**src/rtl/entropy_collector.sv**
```systemverilog
// Excites an array of XOR-latch entropy cells, XOR-reduces their synchronised
// outputs into one bit per excite/relax cycle and packs 32 bits into a word.
module entropy_collector #(
  parameter int NUM_CELLS     = 4,
  parameter int RELAX_CYCLES  = 2,
  parameter int EXCITE_CYCLES = 4
) (
  input  logic                 clk,
  input  logic                 rst_n,
  input  logic                 en,
  input  logic                 mode,
  output logic                 cell_T,
  output logic                 cell_I1,
  output logic                 cell_I2,
  input  logic [NUM_CELLS-1:0] cell_out,
  output logic [31:0]          data_out,
  output logic                 data_valid,
  input  logic                 data_read,
  output logic                 busy,
  output logic [2:0]           dbgState
);

  typedef enum logic [2:0] {
    IDLE   = 3'd0,
    RELAX  = 3'd1,
    EXCITE = 3'd2,
    SAMPLE = 3'd3,
    HOLD   = 3'd4
  } stateE;

  localparam int MAX_CYC = (RELAX_CYCLES > EXCITE_CYCLES) ? RELAX_CYCLES : EXCITE_CYCLES;
  localparam int CW      = $clog2(MAX_CYC + 1);
  localparam logic [CW-1:0] RELAX_LAST  = CW'(RELAX_CYCLES - 1);
  localparam logic [CW-1:0] EXCITE_LAST = CW'(EXCITE_CYCLES - 1);
  localparam logic [CW-1:0] CYC_ONE     = CW'(1);

  stateE                state;
  logic [NUM_CELLS-1:0] sync1;
  logic [NUM_CELLS-1:0] sync2;
  logic [CW-1:0]        cycCnt;
  logic [5:0]           bitCnt;
  logic [31:0]          shiftReg;
  logic                 modeQ;
  logic                 sampleBit;
  logic [31:0]          nextWord;

  assign sampleBit = ^sync2;
  assign nextWord  = {shiftReg[30:0], sampleBit};
  assign dbgState  = state;

  // Handshake: data_valid rises with data_out on the same edge and stays high
  // until a data_read pulse is seen while it is high; data_read while
  // data_valid is low is ignored. No new word starts while data_valid is high.
  always_ff @(posedge clk) begin
    if (!rst_n) begin
      state      <= IDLE;
      sync1      <= '0;
      sync2      <= '0;
      cycCnt     <= '0;
      bitCnt     <= '0;
      shiftReg   <= '0;
      modeQ      <= 1'b0;
      cell_T     <= 1'b0;
      cell_I1    <= 1'b0;
      cell_I2    <= 1'b0;
      busy       <= 1'b0;
      data_out   <= '0;
      data_valid <= 1'b0;
    end else begin
      sync1 <= cell_out;
      sync2 <= sync1;

      if (data_read && data_valid) data_valid <= 1'b0;

      case (state)
        IDLE: begin
          if (en && !data_valid) begin
            state    <= RELAX;
            modeQ    <= mode;
            bitCnt   <= '0;
            shiftReg <= '0;
            cycCnt   <= '0;
            cell_T   <= 1'b0;
            cell_I1  <= 1'b1;
            cell_I2  <= mode;
            busy     <= 1'b1;
          end
        end

        RELAX: begin
          if (!en) begin
            state   <= IDLE;
            cell_T  <= 1'b0;
            cell_I1 <= 1'b0;
            cell_I2 <= 1'b0;
            busy    <= 1'b0;
          end else if (cycCnt == RELAX_LAST) begin
            state  <= EXCITE;
            cycCnt <= '0;
            cell_T <= 1'b1;
          end else begin
            cycCnt <= cycCnt + CYC_ONE;
          end
        end

        EXCITE: begin
          if (!en) begin
            state   <= IDLE;
            cell_T  <= 1'b0;
            cell_I1 <= 1'b0;
            cell_I2 <= 1'b0;
            busy    <= 1'b0;
          end else if (cycCnt == EXCITE_LAST) begin
            state  <= SAMPLE;
            cycCnt <= '0;
          end else begin
            cycCnt <= cycCnt + CYC_ONE;
          end
        end

        SAMPLE: begin
          // The partial word is discarded on disable; shiftReg is cleared at next start.
          if (!en) begin
            state   <= IDLE;
            cell_T  <= 1'b0;
            cell_I1 <= 1'b0;
            cell_I2 <= 1'b0;
            busy    <= 1'b0;
          end else begin
            shiftReg <= nextWord;
            bitCnt   <= bitCnt + 6'd1;
            cell_T   <= 1'b0;
            if (bitCnt == 6'd31) begin
              state      <= HOLD;
              data_out   <= nextWord;
              data_valid <= 1'b1;
              cell_I1    <= 1'b0;
              cell_I2    <= 1'b0;
              busy       <= 1'b0;
            end else begin
              state   <= RELAX;
              cell_I2 <= modeQ;
            end
          end
        end

        HOLD: begin
          if (data_read) state <= IDLE;
        end

        default: begin
          state   <= IDLE;
          cell_T  <= 1'b0;
          cell_I1 <= 1'b0;
          cell_I2 <= 1'b0;
          busy    <= 1'b0;
        end
      endcase
    end
  end

endmodule

```
**config.mk**
```make
export PLATFORM = sky130hd
export DESIGN_NAME = entropy_collector
export DESIGN_NICKNAME = d
export VERILOG_FILES = /design/src/rtl/entropy_collector.sv
export SDC_FILE = /design/constraint.sdc
export NUM_CORES = 1
export LEC_CHECK = 0
export ABC_CLOCK_PERIOD_IN_PS = 4000
export CAP_MARGIN = 10
export CORE_ASPECT_RATIO = 0.9
export CORE_MARGIN = 10
export CORE_UTILIZATION = 58
export DETAILED_ROUTE_END_ITERATION = 10
export PLACE_DENSITY = 0.84
export SYNTH_ARGS = -nofsm -noshare
export SYNTH_HDL_FRONTEND = slang
export SYNTH_SLANG_ARGS = --single-unit
```
**constraint.sdc**
```tcl
create_clock -name clk -period 4 [get_ports clk]
set_clock_uncertainty 0.2 [all_clocks]
set_input_delay 0.6 -clock clk [delete_from_list [all_inputs] [get_ports clk]]
set_output_delay 0.6 -clock clk [all_outputs]
set_load 0.02 [all_outputs]
```
==> flow_summary.toml <==
[clock_network]
clockBufferDepth = 2
clkLatencyLatePin_ns = 0.36
postCtsHoldBufs = 0
cts.repair.resized = 0
cts_tree = "yes"
cts.root.buffer_cell = "clkbuf_8"
cts-htree-levels = 3
post_cts_buffers = 0
clock_sinks = 88
cts_made_buffers = 9
clkTransAtPathRegs_ns = 0.08

[run]
max_cap_viol_count = 0

[route]
remaining_drc_errors = 0
dr.first_iter.drc_count = 273
dr.pass1.iters = 4
num_vias = 2923
ant_nets = 0
wl_per_cell_um = 14.1
via_per_inst = 5.61
finalWirelength_um = 7350

[layout]
fin_util_pct = 72.3
area_delta_synth_final_pct = 19.3
layout_common_cells = "98 x nand2_1, 88 x dfxtp_1, 71 x a21oi_1, 48 x clkdlybuf4s50_1, 36 x nand3_1"
layout-drive-gt1-share_pct = 6.43
final_nets = 460
final_cells = 521
final_common_cell = "nand2_1"
num_antenna_cells = 0

[placed_design]
placed_cells = 505
io_buffers = 48
dp_hpwl_um = 4730
gp_congestion = 0.848

[setup_path]
critPathMaxFanout = 34
cpPeakStageDelay_ns = 0.99
cp_slowest_cell = "or4_1"
cp-end-kind = "flop"
required_ns = 4.02
crit_chain = "clkdlybuf4s50_1 -> nand4b_1 -> or4_1 -> nand2_1 -> a21oi_1"
cp.arrival_ns = 2.76
worst-setup-path-type = "input port to flop"
worstSetupStartpointType = "input port"

[synthesis]
synth_cell_types = 45
synth_edf_count = 0
synth_nets = 428
synth_fa_ha_area_share_pct = 1.79
synth_xor_area_share_pct = 1.76
syn_inst = 414
synthMuxAreaShare_pct = 0.287
synthFlopType = "dfxtp_1"
netlist_area_um2 = 3490
yosysWarnings = 0
synth_seq_cells = 88
synth_top_family_by_area = "simple AND/OR/NAND/NOR gates"
avgSynthCellArea_um2 = 8.43
synth-async-reset-ratio_pct = 0
synth_compound_area_share_pct = 16.3
synth-seq-area-share_pct = 50.5
synthSimpleGateAreaFrac_pct = 24.0

[global_routing]
first_global_vias = 2768
antenna_found_initial = 0
globalRouteOverflowTotal = 0
grt_max_degree = 47
grt_pass1_wl_um = 12800
groute.usage.overall_pct = 16.5

[timing]
slew_headroom_pct = 21.2
fin_tns_setup_ns = 0
setup_viol = 0
hold_viol = 0
tightest_slew_ns = 1.18
whs_ns = 0.236
clock.fmax_mhz = 366
period_share_pct = 68.3
timing.final.crit_period_ns = 2.73
rsz0062_at_grt = "no"
slew_viol_final = 0

[min_path]
hold_path.class = "flop to flop"

[die]
die-area_um2 = 9520
die_x_um = 102
pin_count = 49
fp.dieH_um = 93.6
core-area_um2 = 5760
rows = 26
start_util_pct = 60.6

[power]
power_leakage_nw = 1.37
ir_drop_mv = 0.296
power.density_nw_per_um2 = 397

[run_status]
status = "complete, no violations"
-- synth_stat cells, types with 2 or more instances --
master | instances | share of area [%]
clkbuf_1 | 16 | 1.7
and2_1 | 8 | 1.4
nor2_1 | 12 | 1.3
buf_4 | 4 | 0.86
nor4_1 | 2 | 0.36
or4b_1 | 2 | 0.57
o21ai_0 | 4 | 0.57
nand2_1 | 98 | 11
ha_1 | 5 | 1.8
a21oi_1 | 71 | 10
dfxtp_1 | 88 | 50
buf_2 | 10 | 1.4
nand2b_1 | 6 | 1.1
xnor2_1 | 6 | 1.5
a211oi_1 | 5 | 1.1
nand3_1 | 36 | 5.2
nor3_1 | 3 | 0.43
a2111oi_4 | 2 | 1.6
a21o_1 | 2 | 0.43
o22ai_1 | 2 | 0.36
inv_1 | 8 | 0.86
-- area by class of cell --
type / count / area (um2)
Timing Repair Buffer: 53 / 518
Tap cell: 70 / 87.6
Clock inverter: 4 / 51.3
Clock buffer: 12 / 165
Inverter: 8 / 30.0
Multi-Input combinational cell: 286 / 1550
Fill cell: 477 / 1590
Sequential cell: 88 / 1760
-- cells by family after synthesis --
kind of cell    Yosys count
buf+inv                  40
xor+xnor                  7
compound gates           93
mux                       1
flops                    88
fa+ha+maj                 5
simple gates            180
-- layer usage --
metal	global-route usage, %	part of all wire (%)	vias up
met4	5.36	1.1	0
met5	0	0	-
met2	26.0	49	64
met3	7.06	6.4	10
met1	19.7	44	1386
li1	-	-	1463
-- critical path: cells and delay by family --
| family | cells | cell delay (ns) |
|---|---|---|
| buffers and inverters | 1 | 0.59 |
| AO/OA/AOI/OAI | 1 | 0.10 |
| AND/OR/NAND/NOR | 3 | 1.45 |
-- through the flow --
| step | instance area [um2] | power (mW) | worst slack [ns] |
|---|---|---|---|
| global route | 4160 | 1.71 | 1.14 |
| CTS | 4160 | 1.66 | 1.29 |
| detailed placement | 3950 | 1.03 | 0.920 |
| floorplan | 3490 | 0.998 | 2.08 |
| global placement | 3950 | 1.03 | 1.01 |
| finish | 4160 | 1.65 | 1.27 |
-- power by group --
group	internal (mW)	total, mW	switching [mW]	leakage, nW
sequential	0.886	0.896	0.0108	0.712
combinational	0.0406	0.111	0.0706	0.546
clock	0.340	0.645	0.305	0.109
total	1.27	1.65	0.386	1.37
-- state kept, by name, indices dropped and copies added (netlist names), 3 cells and up --
name	flops
bitCnt	6
dbgState	3
cycCnt	3
shiftReg	31
sync1	4
sync2	4
data_out	32
-- path summary, 6_finish.rpt --
check	slack (ns)	endpoint	startpoint	cells past startpoint
worst max-delay path	1.27	data_out[19]	en	5
worst min-delay path	0.24	sync2[2]	sync1[2]	1
worst max register to register	1.34	data_out[19]	dbgState[1]	4
worst min register to register	0.24	sync2[2]	sync1[2]	1
(Power assumes the default switching activity.)
